--- src/rtl/plic_pkg.sv ---
// plic_pkg: shared FSM state encoding and default timeout for the PLIC Wishbone arbiter.
//   IDLE    - port free, round-robin pick among requesters
//   BUSY    - granted master drives the PLIC port
//   RELEASE - one dead cycle with s_stb low before the port is offered again
package plic_pkg;
    typedef enum logic [1:0] {
        IDLE    = 2'd0,
        BUSY    = 2'd1,
        RELEASE = 2'd2
    } plic_state_e;
    localparam int PLIC_TIMEOUT = 255;
endpackage

--- src/rtl/rr_picker.sv ---
// rr_picker: combinational round-robin one-hot select.
//   req - request vector
//   ptr - index searched first; the search wraps upward from here
//   gnt - one-hot winner (all zero when nothing is requesting)
//   idx - binary index of the winner
//   vld - at least one request present
module rr_picker #(
    parameter int N  = 2,
    parameter int IW = (N > 1) ? $clog2(N) : 1
) (
    input  logic [N-1:0]  req,
    input  logic [IW-1:0] ptr,
    output logic [N-1:0]  gnt,
    output logic [IW-1:0] idx,
    output logic          vld
);
    always_comb begin
        gnt = '0;
        idx = '0;
        vld = 1'b0;
        for (int i = 0; i < N; i++) begin
            if (!vld && req[(int'(ptr) + i) % N]) begin
                gnt[(int'(ptr) + i) % N] = 1'b1;
                idx = IW'((int'(ptr) + i) % N);
                vld = 1'b1;
            end
        end
    end
endmodule

--- src/rtl/plic_wb_arbiter.sv ---
// plic_wb_arbiter: round-robin arbiter sharing one PLIC Wishbone register port among masters.
//   clk, reset_n               - rising-edge clock, asynchronous active-low reset
//   m_cyc/m_stb/m_we           - per-master cycle, strobe, write enable
//   m_adr/m_dat_i              - packed per-master address / write data (master k in slice k)
//   m_dat_o/m_ack              - broadcast read data, per-master acknowledge
//   s_cyc/s_stb/s_we/s_adr/s_dat_o - muxed request toward the PLIC (zero unless BUSY)
//   s_dat_i/s_ack              - PLIC read data and acknowledge
//   grant                      - one-hot owner, zero when the port is free
//   timeout_err                - pulses in the cycle a transaction is forced to complete
module plic_wb_arbiter
    import plic_pkg::*;
#(
    parameter int NUM_MASTERS = 2,
    parameter int PADDR_SIZE  = 30,
    parameter int PDATA_SIZE  = 32,
    parameter int TIMEOUT     = PLIC_TIMEOUT
) (
    input  logic                              clk,
    input  logic                              reset_n,
    input  logic [NUM_MASTERS-1:0]            m_cyc,
    input  logic [NUM_MASTERS-1:0]            m_stb,
    input  logic [NUM_MASTERS-1:0]            m_we,
    input  logic [NUM_MASTERS*PADDR_SIZE-1:0] m_adr,
    input  logic [NUM_MASTERS*PDATA_SIZE-1:0] m_dat_i,
    output logic [PDATA_SIZE-1:0]             m_dat_o,
    output logic [NUM_MASTERS-1:0]            m_ack,
    output logic                              s_cyc,
    output logic                              s_stb,
    output logic                              s_we,
    output logic [PADDR_SIZE-1:0]             s_adr,
    output logic [PDATA_SIZE-1:0]             s_dat_o,
    input  logic [PDATA_SIZE-1:0]             s_dat_i,
    input  logic                              s_ack,
    output logic [NUM_MASTERS-1:0]            grant,
    output logic                              timeout_err
);
    localparam int IW = (NUM_MASTERS > 1) ? $clog2(NUM_MASTERS) : 1;
    localparam int CW = $clog2(TIMEOUT + 1);

    plic_state_e            state;
    logic [NUM_MASTERS-1:0] req, pick;
    logic [IW-1:0]          pick_idx, gidx, rr_ptr, nxt_ptr;
    logic                   pick_vld, busy, live, ack_hit, to_hit;
    logic [CW-1:0]          cnt;

    assign req = m_cyc & m_stb;

    rr_picker #(.N(NUM_MASTERS), .IW(IW)) u_pick (
        .req(req),
        .ptr(rr_ptr),
        .gnt(pick),
        .idx(pick_idx),
        .vld(pick_vld)
    );

    // A granted master that drops m_cyc abandons its cycle; nothing is acked then.
    assign busy    = (state == BUSY);
    assign live    = busy && m_cyc[gidx];
    assign ack_hit = live && s_ack;
    // cnt holds the 1-based number of the current BUSY cycle; a real ack wins a tie.
    assign to_hit  = live && !s_ack && (cnt == CW'(TIMEOUT));
    assign nxt_ptr = (gidx == IW'(NUM_MASTERS - 1)) ? '0 : gidx + 1'b1;

    assign s_cyc       = live;
    assign s_stb       = live && m_stb[gidx];
    assign s_we        = live && m_we[gidx];
    assign s_adr       = live ? m_adr[gidx*PADDR_SIZE +: PADDR_SIZE] : '0;
    assign s_dat_o     = live ? m_dat_i[gidx*PDATA_SIZE +: PDATA_SIZE] : '0;
    assign m_ack       = (ack_hit || to_hit) ? grant : '0;
    assign m_dat_o     = ack_hit ? s_dat_i : '0;
    assign timeout_err = to_hit;

    always_ff @(posedge clk or negedge reset_n) begin
        if (!reset_n) begin
            state  <= IDLE;
            grant  <= '0;
            gidx   <= '0;
            rr_ptr <= '0;
            cnt    <= '0;
        end else begin
            case (state)
                IDLE: if (pick_vld) begin
                    state <= BUSY;
                    grant <= pick;
                    gidx  <= pick_idx;
                    cnt   <= CW'(1);
                end
                BUSY: begin
                    if (!live || ack_hit || to_hit) state <= RELEASE;
                    if (ack_hit || to_hit) rr_ptr <= nxt_ptr;
                    if (cnt != CW'(TIMEOUT)) cnt <= cnt + 1'b1;
                end
                RELEASE: begin
                    state <= IDLE;
                    grant <= '0;
                end
                default: state <= IDLE;
            endcase
        end
    end
endmodule

--- config.mk ---
export PLATFORM = sky130hd
export DESIGN_NAME = plic_wb_arbiter
export DESIGN_NICKNAME = d
export VERILOG_FILES = /design/src/rtl/plic_pkg.sv /design/src/rtl/rr_picker.sv /design/src/rtl/plic_wb_arbiter.sv
export SDC_FILE = /design/constraint.sdc
export NUM_CORES = 1
export LEC_CHECK = 0
export ABC_AREA = 1
export CAP_MARGIN = 0
export CORE_AREA = 2 2 103 105
export CTS_CLUSTER_DIAMETER = 50
export DETAILED_ROUTE_END_ITERATION = 16
export DIE_AREA = 0 0 105 107
export GPL_TIMING_DRIVEN = 0
export PLACE_DENSITY = 0.75
export SETUP_SLACK_MARGIN = 0.5
export SLEW_MARGIN = 20
export SYNTH_ARGS = -nofsm -noshare
export SYNTH_HDL_FRONTEND = slang
export SYNTH_SLANG_ARGS = --single-unit
--- constraint.sdc ---
create_clock -name clk -period 1.8 [get_ports clk]
set_input_delay 0.36 -clock clk [delete_from_list [all_inputs] [get_ports clk]]
set_output_delay 0.36 -clock clk [all_outputs]
set_load 0.01 [all_outputs]
# Word level (Yosys, flattened, before mapping)
# Cells that the tools add are included.
# Widths: inputs -> output; s select.
# word_totals
register_bits	14
latchBits	0
ram_bits	0
mem_bits_ro	0
in_bits	165
out_inout_bits	102
wordCells	83
mem_count	0
# classes
n_addsub	3
n_mul	1
n_div	0
magnitude_cmp	5
n_eq_ne	7
shift	2
muxes	34
n_bitwise	3
reduce_logical	23
# op_table
cell	count
$mux 32	2
$shiftx 64x7->32	1
$shiftx 60x7->30	1
$mux 30	1
$mux 1	18
$mux 8	2
$pmux 8 s2	1
$mux 2	6
$logic_and 1x1->1	9
$add 8x1->8 const B	1
$eq 8x8->1 const B	1
$ne 8x8->1 const B	1
$pmux 2 s2	2
$reduce_and 2->1	4
$mul 1x4->5 const B	1
$lt 1x2->1 const B	2
$ne 2x1->1 const B	2
$reduce_bool 2->1	2
$logic_not 1->1	3
$logic_or 1x1->1	3
$lt 2x3->1 const B	1
$reduce_and 3->1	1
$add 1x1->1 const B	2
$and 2x2->2	1
9 further kinds	10

# Logic depth before layout (Yosys ltp)
# logic_depth
ltp_word	10
ltp_mapped	8
ltp_nobuf	8

# By module
# Synthesis repeated with hierarchy kept, for this count alone.
# hier_totals
hier_cells	400
hier_area_um2	2239.6
# by_module_without_submodules
mod	instances	cells_per_inst	area_per_inst_um2	seq_area_each_um2
plic_wb_arbiter	1	393	2209.6	350.3
rr_picker	1	7	30.0	0.0

# Least setup slack after synthesis
# OpenSTA, ideal clock, no wires.
# synth_timing
kind	reg2out
startpoint	register cnt[0]
endpoint	output port m_ack[0]
arrival_ps	1148
required_ps	1440
setup_slack_ps	292
path_stages_with_launch	8
path_buffers	0
cell_sequence	dfrtp_1 -> ha_1 -> inv_1 -> nor2_1 -> nand2_1 -> a21oi_2 -> nand2_1 -> inv_1
# synth_between
elab_chain_cells	4
# synth_rtl
element	line_no	text
start: declaration	plic_wb_arbiter.sv:44	logic [CW-1:0] cnt;
start signal: assignment	plic_wb_arbiter.sv:91	if (cnt != CW'(TIMEOUT)) cnt <= cnt + 1'b1;
$eq 8x8->1	plic_wb_arbiter.sv:61	assign to_hit = live && !s_ack && (cnt == CW'(TIMEOUT));
$logic_and 1x1->1	plic_wb_arbiter.sv:61	
$logic_or 1x1->1	plic_wb_arbiter.sv:69	assign m_ack = (ack_hit || to_hit) ? grant : '0;
$mux 2	plic_wb_arbiter.sv:69	
end: declaration	plic_wb_arbiter.sv:26	output logic [NUM_MASTERS-1:0] m_ack,
# No other way between the ends.

# Worst setup path in the final report
# layout_timing
startpoint	register state[1]
endpoint	output port s_dat_o[16]
# layout_between
elab_chain_cells	3
# layout_rtl
element	line_no	text
start: declaration	plic_wb_arbiter.sv:40	plic_state_e state;
start signal: assignment	plic_wb_arbiter.sv:75	state <= IDLE;
start signal: assignment	plic_wb_arbiter.sv:83	state <= BUSY;
start signal: assignment	plic_wb_arbiter.sv:89	if (!live || ack_hit || to_hit) state <= RELEASE;
$eq 2x1->1	plic_wb_arbiter.sv:57	assign busy = (state == BUSY);
$logic_and 1x1->1	plic_wb_arbiter.sv:58	assign live = busy && m_cyc[gidx];
$mux 32	plic_wb_arbiter.sv:68	assign s_dat_o = live ? m_dat_i[gidx*PDATA_SIZE +: PDATA_SIZE] : '0;
end: declaration	plic_wb_arbiter.sv:31	output logic [PDATA_SIZE-1:0] s_dat_o,
# No other way between the ends.

==> metrics.txt <==
Routed Antenna Nets 0; Rel. slew slack ~54%; IO Pins between 200 and 300; initial core utilization between 20% and 30%; Core Area 10,090 µm²; drt first pass iters 5; number of global-route vias before repair 3,732; met3 GRT Util 4.255%; post-synthesis cell area between 2000 and 2500 µm²; diode count 0; std cell rows 37; Routed wire per std cell 15.26 µm; Hold Buf Count CTS 0; cts bufs inserted 3; Seq/Total Area, Yosys 14.98%; total track usage 20.39%; Core Util, Final between 50% and 60%; final global-route overflow total 0; GPL Wtd Cong 0.8648; most used routing layer met2; clock insertion delay at the later pin of the skew report ~0.26 ns; Synth top cells by count nand2_1, a21oi_2, inv_1; drt first-iter violations ~210; Max FO, Critical Path 10; combinational share of power between 80% and 90%; M1 GR Usage between 20% and 30%; f_max approximately 0.5 GHz; clock root cell clkbuf_8; count leader, synth nand2_1; layout cells sized above 1 44.11%; Final nets 872; Final Max Tran Viols 0; CP endpoint kind output pin; Synth Flop Type dfrtp_1; Crit path required time 1.44 ns; Die X approximately 110 µm; fin crit share 111.0%; number of antenna violations at the first check in global routing 0; reg2reg setup slack approximately 0.37 ns; met2 Use GR roughly 37%; worst hold slack 0.5196 ns; crit path DAT 1.64 ns; Cells after Synth 393; CTS sink count 14; R2R cell count 10; synth top area cells nand2_1, a21oi_2, dfrtp_1, nor2_2, inv_1; status complete, but fails checks; Crit path max-delay family buffers and inverters; Worst setup SP type register; Max Cap Viol 0; worst clock skew 0.005394 ns; Seq pwr share 8.1%; syn nets 559; HP Class in2async; dpl hpwl 9.057 mm; violated checks setup timing; power per cell area 972.1 nW/µm²; CTS tree yes; CTS H-Tree Depth 1; Hold Violations, Final 0; Most common cell on crit path buf_12; I/O Buffers ~270; CP max stage cell dfrtp_1; Reg2Reg Capture Point rr_ptr$_DFFE_PN0P_; Critical R2R Launch state[1]$_DFFE_PN0P_; FFs w/ async S/R, synth 100.0%; dominant cell type by area after synthesis nand2_1; Final min period 1.997 ns; synthesized flop and latch total 14; clock tree buffer depth 2; CP bufs+invs 5; largest net degree at the start of global routing 15; switch share 48.91%; Die Ht 107 µm; internal power 2.976 mW; Psw around 2.8 mW; EDFF count, synth 0; DR DRC count 0; Syn Area/Cell 5.950 µm²; total number of vias about 3.8k; leak pwr 2.800 nW; Setup violations, final 100; Synth cell types 25; Post-Route WL 12.84 mm; final setup margin -0.1971 ns; Setup CP Type reg2out; YS warnings 0; Power Total 5.825 mW; worst-path cell chain inv_2 > nand2_4 > inv_6 > nand3_4 > buf_12 > buf_12 > a21oi_2 > buf_2; top cell type's share of synthesized area 26.48%; Layout area overhead 156.2%; worst slew pin tran 0.6947 ns; setup repair after global routing missed its margin true; first-pass GRT wire length 18.76 mm; Reg clk slew, reported paths 0.06 ns; die area ~11,000 µm²; Clk pwr share around 5.5%; Crit path largest cell delay 0.40 ns; VDD IR-drop max 443.0 µV; Via-to-Cell Ratio 4.480
## layout make-up
class | instances | area (µm²)
buffer | 24 | 314.1
clock buffer | 4 | 55.05
fill | 928 | 4100
inverter | 51 | 196.4
multi-input combinational | 305 | 2021
sequential | 14 | 350.3
tap | 136 | 170.2
timing repair buffer | 307 | 2885
## metrics by stage
| step | setup TNS [ns] | instance area [µm²] | setup slack, ns | cells |
|---|---|---|---|---|
| finish | -14.54 | 5992 | -0.1971 | 841 |
| global route | -21.13 | 5992 | -0.2582 | 841 |
| CTS | -10.91 | 5542 | -0.1645 | 826 |
| detailed placement | -68.46 | 5283 | -0.7408 | 795 |
| global placement | -69.18 | 5283 | -0.7549 | 795 |
| floorplan | 0 | 2450 | 0.3191 | 393 |
## per-layer routing
metal	vias to the layer above	part of all wire (%)
li1	1830	-
met1	1700	38
met2	201	51
met3	37	6.9
met4	0	4.1
met5	-	0
## power groups by stage
| stage | combinational (mW) | clock [mW] | sequential (mW) |
|---|---|---|---|
| after detailed placement | 3.91 | 0 | 0.475 |
| final | 5.03 | 0.321 | 0.474 |
| after CTS | 4.48 | 0.322 | 0.465 |
| after floorplan | 2.21 | 0 | 0.474 |
| after global placement | 3.88 | 0 | 0.473 |
| after global routing | 5.38 | 0.333 | 0.482 |
## flip-flops by register name, indices dropped and copies added, names as in the netlist
register,flops
state,2
rr_ptr,1
cnt,8
grant,2
gidx,1
## worst max-delay path by stage
stage | from | end | slack, ns | cells past startpoint
after floorplan | state[1]$_DFFE_PN0P_ | s_adr[0] | 0.32 | 7
after global placement | m_cyc[1] | s_dat_o[3] | -0.75 | 8
after detailed placement | m_cyc[1] | s_dat_o[5] | -0.74 | 8
after CTS | gidx$_DFFE_PN0P_ | m_dat_o[29] | -0.16 | 7
after global routing | state[1]$_DFFE_PN0P_ | s_dat_o[13] | -0.26 | 8
final | state[1]$_DFFE_PN0P_ | s_dat_o[16] | -0.20 | 8
## timing repair
action,CTS,global route
setup endpoints to repair,107,112
pin swaps,9,11
endpoints found under the hold margin,0,0
cloned,5,4
setup buffers,22,11
gates resized for setup,493,69
## layout by cell type, fill, tap and decap left out, types with 2 or more instances in the layout
| cell | instances |
|---|---|
| a21oi_2 | 59 |
| a21oi_4 | 7 |
| buf_12 | 11 |
| buf_16 | 4 |
| buf_2 | 74 |
| buf_4 | 20 |
| buf_6 | 47 |
| clkbuf_16 | 3 |
| clkbuf_4 | 2 |
| clkbuf_8 | 7 |
| clkdlybuf4s15_1 | 2 |
| clkdlybuf4s50_1 | 162 |
| dfrtp_1 | 14 |
| inv_1 | 44 |
| inv_2 | 6 |
| nand2_1 | 153 |
| nand2_2 | 9 |
| nand2_4 | 5 |
| nand3_1 | 5 |
| nand3_2 | 2 |
| nand3_4 | 5 |
| nor2_1 | 3 |
| nor2_2 | 8 |
| nor2_4 | 32 |
| o21ai_0 | 2 |
| o21ai_1 | 3 |
| o21ai_2 | 4 |
| xor2_1 | 2 |
## kinds of logic after synthesis
logic type,count (synthesis),synth area share (%)
AO/OA/AOI/OAI,78,26.70
XOR/XNOR,3,1.124
adder cells (fa/ha/maj),1,0.5350
buffers and inverters,75,15.94
flip-flops,14,14.98
AND/OR/NAND/NOR,222,40.72
No activity file was read; power rests on OpenSTA's default activity.
